$ cat src/rtl/booth_mult_signed.sv
// Sequential radix-2 Booth multiplier for signed two's-complement operands.
// One Booth iteration per clock; start/busy/done handshake matches the signed divider.
module booth_mult_signed #(
  parameter int N = 4
) (
  input  logic           clk,
  input  logic           rst,
  input  logic           start,
  input  logic [N-1:0]   mcand_in,
  input  logic [N-1:0]   mplier_in,
  output logic           busy,
  output logic           done,
  output logic [2*N-1:0] product
);

  typedef enum logic [1:0] {IDLE, CALC, DONE} state_t;

  localparam int CW = $clog2(N + 1);

  state_t         state, state_next;
  logic [N:0]     m_reg;
  logic [N:0]     a_reg;
  logic [N-1:0]   q_reg;
  logic           q_m1;
  logic [CW-1:0]  cnt;

  logic [N:0]     a_sum;
  logic [N:0]     a_next;
  logic [N-1:0]   q_next;
  logic           q_m1_next;
  logic           accept;
  logic           last_iter;

  assign accept    = start && (state != CALC);
  assign last_iter = (state == CALC) && (cnt == CW'(1));
  assign busy      = (state == CALC);
  assign done      = (state == DONE);

  always_ff @(posedge clk or posedge rst) begin
    if (rst) state <= IDLE;
    else     state <= state_next;
  end

  always_comb begin
    state_next = state;
    case (state)
      IDLE:    if (accept) state_next = CALC;
      CALC:    if (last_iter) state_next = DONE;
      DONE:    state_next = accept ? CALC : IDLE;
      default: state_next = IDLE;
    endcase
  end

  // A and M carry an extra bit so subtracting the most-negative multiplicand cannot overflow
  always_comb begin
    a_sum = a_reg;
    case ({q_reg[0], q_m1})
      2'b01:   a_sum = a_reg + m_reg;
      2'b10:   a_sum = a_reg - m_reg;
      default: a_sum = a_reg;
    endcase
    {a_next, q_next, q_m1_next} = {a_sum[N], a_sum, q_reg};
  end

  always_ff @(posedge clk or posedge rst) begin
    if (rst) begin
      m_reg   <= '0;
      a_reg   <= '0;
      q_reg   <= '0;
      q_m1    <= 1'b0;
      cnt     <= '0;
      product <= '0;
    end else if (accept) begin
      m_reg <= {mcand_in[N-1], mcand_in};
      a_reg <= '0;
      q_reg <= mplier_in;
      q_m1  <= 1'b0;
      cnt   <= CW'(N);
    end else if (state == CALC) begin
      a_reg <= a_next;
      q_reg <= q_next;
      q_m1  <= q_m1_next;
      cnt   <= cnt - CW'(1);
      if (last_iter) product <= {a_next[N-1:0], q_next};
    end
  end

endmodule

$ cat config.mk
export PLATFORM = sky130hd
export DESIGN_NAME = booth_mult_signed
export DESIGN_NICKNAME = d
export VERILOG_FILES = /design/src/rtl/booth_mult_signed.sv
export SDC_FILE = /design/constraint.sdc
export NUM_CORES = 1
export LEC_CHECK = 0
export ABC_AREA = 1
export BUFFER_PORTS_ARGS = -buffer_cell sky130_fd_sc_hd__buf_2
export CORE_MARGIN = 2
export CORE_UTILIZATION = 55
export CTS_CLUSTER_SIZE = 24
export DETAILED_ROUTE_END_ITERATION = 6
export PLACE_DENSITY_LB_ADDON = 0.25
export SLEW_MARGIN = 20
export SYNTH_ARGS = -nofsm -noshare
export SYNTH_HDL_FRONTEND = slang
export SYNTH_SLANG_ARGS = --single-unit
$ cat constraint.sdc
create_clock -name clk -period 2.2 [get_ports clk]
set_clock_uncertainty 0.1 [all_clocks]
set_input_delay 0.44 -clock clk [delete_from_list [all_inputs] [get_ports clk]]
set_output_delay 0.44 -clock clk [all_outputs]
set_load 0.005 [all_outputs]
## Word-level counts from Yosys, hierarchy flattened

Index checks and enable logic that the tools add are counted.

- Register bits after elaboration: 27
- Input bits: 11
- Output and inout bits: 10
- Logic and storage cells: 38

- Add/sub/neg operators: 3
- Eq/ne operators: 8
- Mux-type cells: 13
- Bitwise gates (word level): 1
- Reductions and logical operators: 6

Operators with widths:

| cell | number |
|---|---|
| 5-bit 2-to-1 mux | 2 |
| 5-bit one-hot mux with 2 select lines | 1 |
| 4-bit 2-to-1 mux | 2 |
| 3-bit 2-to-1 mux | 2 |
| 2-bit one-hot mux with 3 select lines | 1 |
| 5-bit adder | 1 |
| 5-bit subtractor | 1 |
| 2-bit by 1-bit equality test with 1-bit output (second input constant) | 2 |
| 2-bit equality test (second input constant) | 2 |
| 2-bit 2-to-1 mux | 2 |
| 2-bit by 1-bit != test with 1-bit output (second input constant) | 2 |
| 3-bit by 1-bit equality test with 1-bit output (second input constant) | 1 |
| 1-bit 2-to-1 mux | 3 |
| 3-bit AND reduction | 1 |
| 3-bit by 1-bit subtractor with 3-bit output (second input constant) | 1 |
| 1-bit logical AND | 2 |
| 2-bit zero test | 1 |
| 2-bit != test (second input constant) | 1 |
| 2-bit AND reduction | 1 |
| 2-bit nonzero test | 1 |
| 1-bit NOT | 1 |

## Depth between registers and ports, before layout

- Depth in word-level cells: 4
- Gate-level depth with buffers: 15
- Mapped depth without buffers: 15

## Least setup slack after synthesis

OpenSTA, ideal clock, no wires.

- Path kind: reg-to-reg
- Start point: register q_reg[0]
- End point: register product[7]
- Setup time: 0.116 ns
- Arrival: 1.729 ns
- Data required time: 1.984 ns
- Path slack: 0.254 ns
- Cell stages (with the launch flop): 13
- Buffers on the path: 0
- Period minus slack after synthesis: 1.946 ns
- Cell sequence: dfrtp_1 > ha_1 > a31oi_1 > xor2_1 > ha_1 > nand2_1 > nand2_1 > nor2_1 > nand2_1 > nand4_1 > nand2_1 > nand2_1 > nand2_1

- Longest elaborated chain between the ends: 2
- Elaborated cells on any way between the ends: 3
- Those cells by class: 2 x eq/ne; 1 x mux

RTL lines:

| item | RTL line | source |
|---|---|---|
| from (decl) | 23 | `logic [N-1:0] q_reg;` |
| from (signal assigned) | 76 | `q_reg <= mplier_in;` |
| from (signal assigned) | 81 | `q_reg <= q_next;` |
| 2-bit equality test / 2-bit by 1-bit equality test with 1-bit output (equally long branches) | 57 | `case ({q_reg[0], q_m1})` |
| 5-bit one-hot mux with 2 select lines (*) | 57 |  |
| to (signal assigned) | 84 | `if (last_iter) product <= {a_next[N-1:0], q_next};` |
| to (decl) | 13 | `output logic [2*N-1:0] product` |

Mark *: on every way between the ends. The rest lies on a longest branch, timed or not.
A chain may end at the register's enable or synchronous reset.

## Worst setup path in the final report

- Start point: register m_reg[0]
- End point: register a_reg[3]

- Longest elaborated chain between the ends: 4
- Elaborated cells on any way between the ends: 5
- Those cells by class: 2 x add/sub; 3 x mux

RTL lines:

| item | RTL line | source |
|---|---|---|
| from (decl) | 21 | `logic [N:0] m_reg;` |
| from (signal assigned) | 74 | `m_reg <= {mcand_in[N-1], mcand_in};` |
| 5-bit subtractor / 5-bit adder (equally long branches) | 59, 58 |  |
| 5-bit one-hot mux with 2 select lines (*) | 57 |  |
| 5-bit 2-to-1 mux (*) | 79 | `end else if (state == CALC) begin` |
| 5-bit 2-to-1 mux (*) | 73 | `end else if (accept) begin` |
| to (signal assigned) | 80 | `a_reg <= a_next;` |
| to (decl) | 22 | `logic [N:0] a_reg;` |

Mark *: on every way between the ends. The rest lies on a longest branch, timed or not. The select of a mux whose other input is x is not followed.

==> results.md <==
- Outcome: complete, no violations
- Final setup viols: 0
- Hold-fix buffers, CTS: 0
- RSZ-0062 raised after global routing: yes
- Reg with most FFs: product
- CTS buffer count: 3
- Util after Layout: 70.7%
- Die area: roughly 2900 sq um
- Clock Pin Slew Worst Setup and Hold Paths: ~150 ps
- Setup CP Type: register to register
- Worst path arrival time: 2350 ps
- DRT antenna net count: 0
- Leading area contributor after synthesis: dfrtp_1
- Netlist cell types: 24
- DP Wirelength: around 2200 um
- Cells after synthesis: between 150 and 200
- Layout Area Growth over Synthesis: 23.6%
- Register area share after synthesis: a little under half
- Register share of total power: 26.2%
- GRT overflow: 0
- Commonest non-fill, non-tap cell in the layout: nand2_1
- Core Region: between 2000 and 2500 sq um
- First-pass GRT wire length: between 4000 and 5000 um
- PD cells: 1870 nW/um^2
- First-pass detailed-route iteration total: 4
- Int Pwr: 1770 uW
- DRC: 0
- Critical Path RT: ~2400 ps
- Max cap viols: 0
- Largest register FFs: 8
- Root buffer cell: clkbuf_4
- F_max: 459 MHz
- Share of layout cells above drive strength 1: between 20% and 30%
- Via count: roughly 1300
- Final min period: around 2200 ps
- Synth Cell Area: 1390 sq um
- Final wirelength: roughly 3300 um
- Sequential cell area: 651 sq um
- WHS: approximately 28 ps
- Row count: 18
- Post-synthesis register bit count: 26
- R2R Path Start: m_reg[0]
- Iteration-0 DRC Markers: 32
- H-tree depth: 1
- Multi-input logic area: 667 sq um
- Fillers: 183
- CTS sink cnt: 26
- IO buf count: 20
- Antenna violations before repair: 0
- Top cells by area, synth: dfrtp_1 (47%), nand2_1 (12%), inv_1 (7.3%)
- Worst min path class: primary input to async pin
- CTS tree: built
- Synth warn: 0
- Slew margin rel.: 77.9%
- Sw frac: about 45%
- Initial Util: between 50% and 60%
- Final Hold Viols: 0
- Leak Pwr: 0.000891 uW
- Kind of end point of the critical path: register
- Syn Area/Cell: about 8.5 sq um
- Total GRT Usage: approximately a quarter
- Total Neg Setup Slack: 0 ps
- Final Cycle Share: roughly 99%
- Pins Over Slew Limit: 0
- Per-cell routed wire length: about 15 um
- FF-to-FF End: a_reg[3]
- I/O pins: 21
- Worst vdd ir: between 1 and 1.5 mV
- Commonest non-fill, non-tap cells in the layout: nand2_1 (45), dfrtp_1 (26), inv_1 (24), buf_2 (20)
- Worst-Margin Slew: about 330 ps
- Clk pwr share: roughly a tenth
- Nets: 220
- Worst reg2reg setup slack: around 23 ps
- Vias/cell: 5.54
- Worst-skew pair later-pin latency: roughly 330 ps
- Die height: ~54 um
- Psw: ~1400 uW
- Logic pwr share: 63.4%
- Syn Nets: approximately 180
- Diode count: 0
- Largest net degree at the start of global routing: 27
- Die X: between 50 and 60 um
- CTS Buffer Depth: 2
- Vias in the first global route: about 1100
- Reg2Reg Depth: 15
- Top cell type's share of synthesized area: a little under half
- Crit start category: register
- Final RePlAce weighted congestion: 0.848
- CP Max Fanout: 2
-- stage by stage --
step / total power [uW] / cell area [sq um] / setup WS [ps] / cells
2_1_floorplan: 1980 / 1390 / 254 / 164
3_3_place_gp: 2350 / 1550 / 83.0 / 217
3_5_place_dp: 2430 / 1550 / 43.5 / 217
4_1_cts: 2790 / 1610 / 30.0 / 221
5_1_grt: 3520 / 1720 / -161 / 229
6_report: 3210 / 1720 / 23.2 / 229
-- how the worst max path moves through the flow --
| stage | from | to | slack [ps] | cells after the start |
|---|---|---|---|---|
| 3_3_place_gp | q_reg[0] | product[7] | 80 | 13 |
| 5_1_grt | m_reg[1] | a_reg[3] | -160 | 15 |
| 6_report | m_reg[0] | a_reg[3] | 20 | 15 |
| 4_1_cts | m_reg[1] | product[7] | 30 | 15 |
| 3_5_place_dp | q_reg[0] | product[7] | 40 | 13 |
| 2_1_floorplan | q_reg[0] | product[7] | 250 | 12 |
-- cell type report --
cell class	count	share of cell area [%]
flip-flops and latches	26	37.8
repair buffers	33	11.5
multi-input cells	107	38.8
clock buffers	3	1.31
clock inverters	1	1.75
well taps	30	2.18
inverters	29	6.62
-- kinds of logic after synthesis --
kind of cell,after synthesis,share of synthesized area (%)
simple gates,65,20.2
compound gates,32,14.2
xor+xnor,1,0.630
fa+ha+maj,9,8.63
flops,26,46.8
buf+inv,31,9.53
-- Yosys cell counts (all sizes together) --
library cell and instances:
nand2 47, inv 29, dfrtp 26, o21ai 18
ha 8, nor2 8, nand3 6, a21oi 4
o22ai 4, o221ai 3, buf 2, nand3b 2
a22oi 1, a31oi 1, fa 1, nand4 1
nor3 1, o211ai 1, xor2 1
-- critical path, cell delays in order, from the launching register on --
cell	delay [ps]
dfrtp_1	380
inv_1	60
ha_1	300
inv_1	60
o21ai_1	60
buf_4	150
fa_2	350
inv_2	70
nand3_1	60
nand3_1	80
nand2_1	70
nand3_1	90
nand2_1	80
nand2_2	90
nand2_1	70
nand2_1	60
-- power groups by stage --
stage / clock [uW] / sequential, uW / combinational [uW]
finish: 334 / 841 / 2040
floorplan: 0 / 815 / 1170
CTS: 339 / 829 / 1630
global route: 361 / 864 / 2290
detailed placement: 0 / 837 / 1600
global placement: 0 / 825 / 1520
-- what timing repair did --
| item | CTS | global route |
|---|---|---|
| cloned | 0 | 0 |
| endpoints found under the setup margin | 2 | 7 |
| buffers inserted | 0 | 8 |
| resized for setup | 3 | 13 |
| pin swaps | 0 | 11 |
-- metal layers --
metal / vias up / part of all wire (%) / global-route usage (%)
met4: 0 / 0.96 / 5.00
met5: - / 0 / 0
met3: 4 / 4.8 / 3.55
met2: 39 / 53 / 41.6
li1: 598 / - / -
met1: 628 / 42 / 30.1
(Power assumes the default switching activity.)
